===== src/rtl/hydra_pkg.sv =====
// Shared types for the strand memory read path.
// Config record layout and scheduler state encoding.
package hydra_pkg;

    localparam int STRAND_PARAM_WIDTH = 16;
    localparam int MEM_ADDR_WIDTH     = 24;

    typedef struct packed {
        logic [STRAND_PARAM_WIDTH-1:0] offset;
        logic [STRAND_PARAM_WIDTH-1:0] length;
        logic                          enable;
    } strand_cfg_t;

    typedef enum logic [2:0] {
        IDLE,
        SELECT,
        ISSUE,
        REQ,
        DONE
    } sched_state_t;

endpackage


===== src/rtl/strand_config_bank.sv =====
// Double-buffered per-strand configuration: host writes pending,
// a swap strobe snapshots pending into active for the frame.
module strand_config_bank
    import hydra_pkg::*;
#(
    parameter int NUM_STRANDS = 8,
    parameter int SW          = $clog2(NUM_STRANDS)
) (
    input  logic        clk,
    input  logic        rst,
    input  logic        we_i,
    input  logic [SW-1:0] wr_strand_i,
    input  strand_cfg_t wr_cfg_i,
    input  logic        swap_i,
    input  logic [SW-1:0] rd_strand_i,
    output strand_cfg_t rd_cfg_o
);

    strand_cfg_t pend_q [NUM_STRANDS];
    strand_cfg_t act_q  [NUM_STRANDS];

    // A write coincident with swap lands in pending only.
    always_ff @(posedge clk) begin
        if (rst) begin
            for (int i = 0; i < NUM_STRANDS; i++) begin
                pend_q[i] <= '0;
                act_q[i]  <= '0;
            end
        end else begin
            if (swap_i) begin
                act_q <= pend_q;
            end
            if (we_i) begin
                pend_q[wr_strand_i] <= wr_cfg_i;
            end
        end
    end

    assign rd_cfg_o = act_q[rd_strand_i];

endmodule


===== src/rtl/strand_scheduler.sv =====
// Frame sequencer: walks enabled strands and pixels, issuing one
// memory read per pixel over a valid/ready handshake.
module strand_scheduler
    import hydra_pkg::*;
#(
    parameter int NUM_STRANDS = 8,
    parameter int SW          = $clog2(NUM_STRANDS)
) (
    input  logic                          clk,
    input  logic                          rst,
    input  logic                          cfg_we,
    input  logic [SW-1:0]                 cfg_strand,
    input  logic [STRAND_PARAM_WIDTH-1:0] cfg_offset,
    input  logic [STRAND_PARAM_WIDTH-1:0] cfg_length,
    input  logic                          cfg_enable,
    input  logic                          frame_start,
    output logic                          busy,
    output logic                          frame_done,
    output logic [STRAND_PARAM_WIDTH-1:0] ag_strand_offset,
    output logic [STRAND_PARAM_WIDTH-1:0] ag_strand_idx,
    output logic [STRAND_PARAM_WIDTH-1:0] ag_strand_length,
    input  logic [MEM_ADDR_WIDTH-1:0]     ag_addr,
    output logic                          rd_valid,
    input  logic                          rd_ready,
    output logic [MEM_ADDR_WIDTH-1:0]     rd_addr,
    output logic [SW-1:0]                 rd_strand,
    output logic [STRAND_PARAM_WIDTH-1:0] rd_idx,
    output logic                          rd_last
);

    localparam logic [SW-1:0] LAST_S = SW'(NUM_STRANDS - 1);
    localparam logic [STRAND_PARAM_WIDTH-1:0] ONE = STRAND_PARAM_WIDTH'(1);

    sched_state_t                  state_q;
    logic [SW-1:0]                 s_q;
    logic                          busy_q;
    logic                          frame_done_q;
    logic [STRAND_PARAM_WIDTH-1:0] ag_off_q;
    logic [STRAND_PARAM_WIDTH-1:0] ag_idx_q;
    logic [STRAND_PARAM_WIDTH-1:0] ag_len_q;
    logic                          rd_valid_q;
    logic [SW-1:0]                 rd_strand_q;
    logic [STRAND_PARAM_WIDTH-1:0] rd_idx_q;
    logic                          rd_last_q;

    strand_cfg_t wr_cfg;
    strand_cfg_t sel_cfg;
    logic        swap;

    assign wr_cfg = '{offset: cfg_offset, length: cfg_length, enable: cfg_enable};
    assign swap   = (state_q == IDLE) && frame_start;

    strand_config_bank #(
        .NUM_STRANDS (NUM_STRANDS),
        .SW          (SW)
    ) u_bank (
        .clk         (clk),
        .rst         (rst),
        .we_i        (cfg_we),
        .wr_strand_i (cfg_strand),
        .wr_cfg_i    (wr_cfg),
        .swap_i      (swap),
        .rd_strand_i (s_q),
        .rd_cfg_o    (sel_cfg)
    );

    always_ff @(posedge clk) begin
        if (rst) begin
            state_q      <= IDLE;
            s_q          <= '0;
            busy_q       <= 1'b0;
            frame_done_q <= 1'b0;
            ag_off_q     <= '0;
            ag_idx_q     <= '0;
            ag_len_q     <= '0;
            rd_valid_q   <= 1'b0;
            rd_strand_q  <= '0;
            rd_idx_q     <= '0;
            rd_last_q    <= 1'b0;
        end else begin
            frame_done_q <= 1'b0;
            unique case (state_q)
                IDLE: begin
                    if (frame_start) begin
                        state_q <= SELECT;
                        s_q     <= '0;
                        busy_q  <= 1'b1;
                    end
                end
                SELECT: begin
                    if (sel_cfg.enable && sel_cfg.length != '0) begin
                        state_q  <= ISSUE;
                        ag_off_q <= sel_cfg.offset;
                        ag_len_q <= sel_cfg.length;
                        ag_idx_q <= '0;
                    end else if (s_q == LAST_S) begin
                        state_q      <= DONE;
                        frame_done_q <= 1'b1;
                    end else begin
                        s_q <= s_q + 1'b1;
                    end
                end
                // ag_addr for the current pixel is ready by REQ entry
                ISSUE: begin
                    state_q     <= REQ;
                    rd_valid_q  <= 1'b1;
                    rd_strand_q <= s_q;
                    rd_idx_q    <= ag_idx_q;
                    rd_last_q   <= (ag_idx_q == ag_len_q - ONE);
                end
                REQ: begin
                    if (rd_ready) begin
                        rd_valid_q <= 1'b0;
                        if (!rd_last_q) begin
                            state_q  <= ISSUE;
                            ag_idx_q <= ag_idx_q + ONE;
                        end else if (s_q == LAST_S) begin
                            state_q      <= DONE;
                            frame_done_q <= 1'b1;
                        end else begin
                            state_q <= SELECT;
                            s_q     <= s_q + 1'b1;
                        end
                    end
                end
                DONE: begin
                    state_q <= IDLE;
                    busy_q  <= 1'b0;
                end
                default: state_q <= IDLE;
            endcase
        end
    end

    assign busy             = busy_q;
    assign frame_done       = frame_done_q;
    assign ag_strand_offset = ag_off_q;
    assign ag_strand_idx    = ag_idx_q;
    assign ag_strand_length = ag_len_q;
    assign rd_valid         = rd_valid_q;
    assign rd_addr          = rd_valid_q ? ag_addr : '0;
    assign rd_strand        = rd_strand_q;
    assign rd_idx           = rd_idx_q;
    assign rd_last          = rd_last_q;

endmodule


===== config.mk =====
export PLATFORM = sky130hd
export DESIGN_NAME = strand_scheduler
export DESIGN_NICKNAME = d
export VERILOG_FILES = /design/src/rtl/hydra_pkg.sv /design/src/rtl/strand_config_bank.sv /design/src/rtl/strand_scheduler.sv
export SDC_FILE = /design/constraint.sdc
export NUM_CORES = 1
export LEC_CHECK = 0
export ABC_AREA = 0
export BUFFER_PORTS_ARGS = -buffer_cell sky130_fd_sc_hd__buf_2
export CAP_MARGIN = 10
export CELL_PAD_IN_SITES_DETAIL_PLACEMENT = 0
export CELL_PAD_IN_SITES_GLOBAL_PLACEMENT = 1
export CORE_MARGIN = 5
export CORE_UTILIZATION = 45
export CTS_CLUSTER_SIZE = 10
export DETAILED_ROUTE_END_ITERATION = 12
export PLACE_DENSITY_LB_ADDON = 0.1
export SLEW_MARGIN = 0
export SYNTH_ARGS = -nofsm -noshare
export SYNTH_HDL_FRONTEND = slang
export SYNTH_SLANG_ARGS = --single-unit
export TNS_END_PERCENT = 5

===== constraint.sdc =====
create_clock -name clk -period 3.59 [get_ports clk]
set_clock_uncertainty 0.2 [all_clocks]
set_input_delay 0.1795 -clock clk [delete_from_list [all_inputs] [get_ports clk]]
set_output_delay 0.1795 -clock clk [all_outputs]
set_load 0.05 [all_outputs]

==> results_dict.tcl <==
set metrics [dict create \
    wl_per_cell_um 19.9 \
    cp-end-kind "flop" \
    nNetsFinal 3100 \
    combPwrFrac 0.071 \
    leakage_nw 9.45 \
    die_y_um 241 \
    synthFlopType "dfxtp_1" \
    path_cells "buf_12 > buf_4 > mux4_2 > mux2i_1 > nand4_1 > or4_1 > buf_4 > a21oi_1 > a211oi_1" \
    dieArea_mm2 0.0581 \
    cts_tree "yes" \
    max-cap-violations 0 \
    drive_gt1_frac 0.133 \
    hp-class "in -> reg" \
    initial_core_util 0.456 \
    drtIter0Drc 1641 \
    report.final.slew_viol_count 0 \
    grt_max_degree 189 \
    min_period_ns 3.45 \
    clk_pin_slew_worst_paths_ns 0.05 \
    grt-ovfl-total 0 \
    yosys_register_bits 605 \
    syn-mean-instance-area_um2 8.16 \
    switching_share 0.240 \
    status "finished, final reports clean" \
    crit_arrival_ns 3.66 \
    dp.cells 3602 \
    asyncSetResetFlopFracSynth 0 \
    final.setup.tns_ns 0 \
    crit_required_ns 3.81 \
    numCtsBuffers 72 \
    synthCells 2946 \
    vias_per_cell 5.45 \
    vias 20400 \
    dp_hpwl_um 44400 \
    core_area_mm2 0.0528 \
    final_cells 3737 \
    clk_path_buf_depth 3 \
    internal_power_mw 10.9 \
    setup_violations 0 \
    rsz0062_at_grt "false" \
    crit_family "simple AND/OR/NAND/NOR gates" \
    grt_pass1_wl_um 113000 \
    clock_sinks 605 \
    cpPeakStageDelay_ns 0.61 \
    p_switching_mw 3.45 \
    worstMarginPinSlew_ns 1.01 \
    first_pass_iters 5 \
    crit_type "reg -> reg" \
    power_frac_seq 0.478 \
    area_delta_synth_final_pct 15.9 \
    portBuffers 159 \
    cp_num_buf_inv 3 \
    first_global_vias 18900 \
    finalCritPeriodShare 0.960 \
    max-slew-margin-rel 0.325 \
    multi_input_area_mm2 0.0109 \
    yosysSeqAreaShare 0.504 \
    syn_nets 3015 \
    gp_congestion 0.816 \
    yosysWarnings 0 \
    synth_edf_count 0 \
    htree_num_levels 3 \
    row_count 84 \
    die_w_um 241 \
    clk_latency_ns 0.60 \
    drtAntennaViolNets 0 \
    path_max_fanout 32 \
    power_density_mw_per_mm2 517 \
    register_area_mm2 0.0121 \
    final_hold_viol_count 0 \
    fill_cells 5077 \
    yosysUniqueCellTypes 60 \
    grt_antenna_before_repair 1 \
    gr-usage-all-layers 0.249 \
    syn_area_mm2 0.0240 \
    worst_ir_drop_vdd_uv 391 \
    pwr-share-clk 0.451 \
    drc 0 \
    root_buffer "clkbuf_16" \
    ios 160 \
    fmaxAchievable_mhz 290 \
    slowest_stage "or4_1" \
    routed_wl_um 74200 \
    critPathLaunchType "flop" \
    timing.critical_path.mode_cell "buf_4" \
]
Yosys cell counts, types with 2 or more instances:
cell | number | area, um2
a2111oi_1 | 2 | 20.0
a211o_1 | 2 | 17.5
a211oi_1 | 34 | 255
a21oi_1 | 591 | 2960
a221oi_1 | 3 | 26.3
a31oi_1 | 12 | 75.1
and2_0 | 2 | 12.5
and2_1 | 27 | 169
and3_1 | 3 | 18.8
buf_1 | 8 | 30.0
buf_2 | 13 | 65.1
buf_6 | 7 | 78.8
clkbuf_1 | 201 | 754
clkbuf_2 | 30 | 150
dfxtp_1 | 605 | 12100
ha_1 | 4 | 50.1
inv_1 | 14 | 52.6
mux2i_1 | 36 | 360
mux4_1 | 8 | 210
mux4_2 | 58 | 1310
nand2_1 | 1120 | 4200
nand2b_1 | 10 | 62.6
nand3_1 | 14 | 70.1
nand3b_1 | 6 | 45.0
nand4_1 | 10 | 62.6
nor2_1 | 23 | 86.3
nor2b_1 | 5 | 31.3
nor3_1 | 11 | 55.1
nor3b_1 | 2 | 15.0
nor4_1 | 9 | 56.3
o211ai_1 | 6 | 45.0
o21ai_0 | 14 | 70.1
o31ai_1 | 2 | 15.0
or3_1 | 6 | 37.5
or4_1 | 4 | 30.0
xnor2_1 | 12 | 105
xor2_1 | 9 | 78.8
layer usage:
layer  track usage  routed length [um]  vias up
li1              -                   -     9948
met1         0.337               32500     9838
met2         0.422               36400      468
met3        0.0369                3630       98
met4        0.0631                1650        0
met5             0                   0        -
what timing repair did:
item	in CTS	in global routing
gates resized for setup	0	0
hold buffers	37	0
setup buffers	0	5
hold endpoints to repair	318	0
setup endpoints to repair	0	1
power by group through the flow:
stage / Combinational [mW] / Sequential [mW] / Clock [mW]
2_1_floorplan: 0.649 / 7.00 / 0
3_3_place_gp: 0.981 / 7.02 / 0
3_5_place_dp: 0.993 / 7.02 / 0
4_1_cts: 1.03 / 6.88 / 6.64
5_1_grt: 1.11 / 6.88 / 6.91
6_report: 1.02 / 6.88 / 6.49
cells by family (layout without fill, tap and decap cells):
group	after synthesis	in the layout	share of synthesized area
other	0	1	0
xor gates and xnor gates	21	21	0.00765
and+or+nand+nor	1258	1258	0.209
adders and majority gates	4	4	0.00208
AOI/OAI and AO/OA	680	680	0.150
buffers and inverters	275	377	0.0482
muxes	103	103	0.0785
DFF	605	605	0.504
worst paths after layout:
| kind | from | endpoint | slack [ns] | cells past startpoint |
|---|---|---|---|---|
| hold reg to reg | u_bank.pend_q[197]$_SDFFE_PP0P_ | u_bank.act_q[197]$_SDFFE_PP0P_ | 0.24 | 2 |
| hold / removal | cfg_strand[2] | u_bank.pend_q[109]$_SDFFE_PP0P_ | 0.07 | 5 |
| setup reg to reg | s_q[0]$_SDFFE_PP0P_ | ag_strand_length[7]$_SDFFE_PP0P_ | 0.14 | 9 |
| setup / recovery | s_q[0]$_SDFFE_PP0P_ | ag_strand_length[7]$_SDFFE_PP0P_ | 0.14 | 9 |
area by class of cell:
| type | count | area share |
|---|---|---|
| diodes | 1 | 0.0000898 |
| clock buffers | 87 | 0.0712 |
| clock inverters | 4 | 0.00139 |
| inverters | 14 | 0.00189 |
| multi-input cells | 2066 | 0.390 |
| flip-flops and latches | 605 | 0.435 |
| well taps | 688 | 0.0309 |
| repair buffers | 272 | 0.0693 |
cell usage in the layout, fill, tap and decap left out, types with 3 or more instances in the layout:
master         synthesis  layout
ha_1                   4       4
nor2_4                 1       7
and2_1                27      27
dfxtp_1              605     602
o211ai_1               6       6
nand3_2                0       4
nand2_1             1120    1119
xnor2_1               12      12
nand3_1               14      10
and3_1                 3       3
a31oi_1               12      12
nor4_1                 9       9
buf_12                 1      14
clkbuf_8               0       4
nor2b_1                5       5
nand3b_1               6       6
o21ai_0               14      14
inv_1                 14      14
a221oi_1               3       3
clkbuf_16              0      76
buf_2                 13     158
buf_4                  1      61
a21oi_1              591     591
nand4_1               10      10
or3_1                  6       6
nor2_1                23      17
a211oi_1              34      34
mux4_1                 8       8
mux2i_1               36      36
xor2_1                 9       9
mux4_2                58      58
nor3_1                11       9
nand2b_1              10      10
dlygate4sd3_1          0      37
or4_1                  4       4
clkbuf_1             201       7
sequential cells by signal, summed over array words and instances (netlist names):
register,flops
u_bank.act_q,264
u_bank.pend_q,264
ag_strand_idx,16
ag_strand_length,16
ag_strand_offset,16
rd_idx,16
rd_strand,3
s_q,3
state_q,3
busy,1
frame_done,1
rd_last,1
rd_valid,1
worst register-to-register path: stages, from the launching register on:
cell and delay [ns]:
dfxtp_4 0.46, buf_12 0.22, buf_4 0.18, mux4_2 0.51, mux2i_1 0.27, nand4_1 0.23, or4_1 0.61, buf_4 0.29
a21oi_1 0.22, a211oi_1 0.08
metrics by stage:
step	util	total power [mW]	hold WS (ns)	worst slack, ns	instance area (um2)
3_3_place_gp	0.481	8.00	0.236	0.187	25400
3_5_place_dp	0.481	8.01	0.243	0.180	25400
5_1_grt	0.528	14.9	0.0822	0.00795	27900
6_report	0.528	14.4	0.0748	0.144	27900
2_1_floorplan	-	7.65	0.169	0.591	24000
4_1_cts	0.527	14.5	0.0446	0.118	27800
Power figures use the tool's default switching activity.
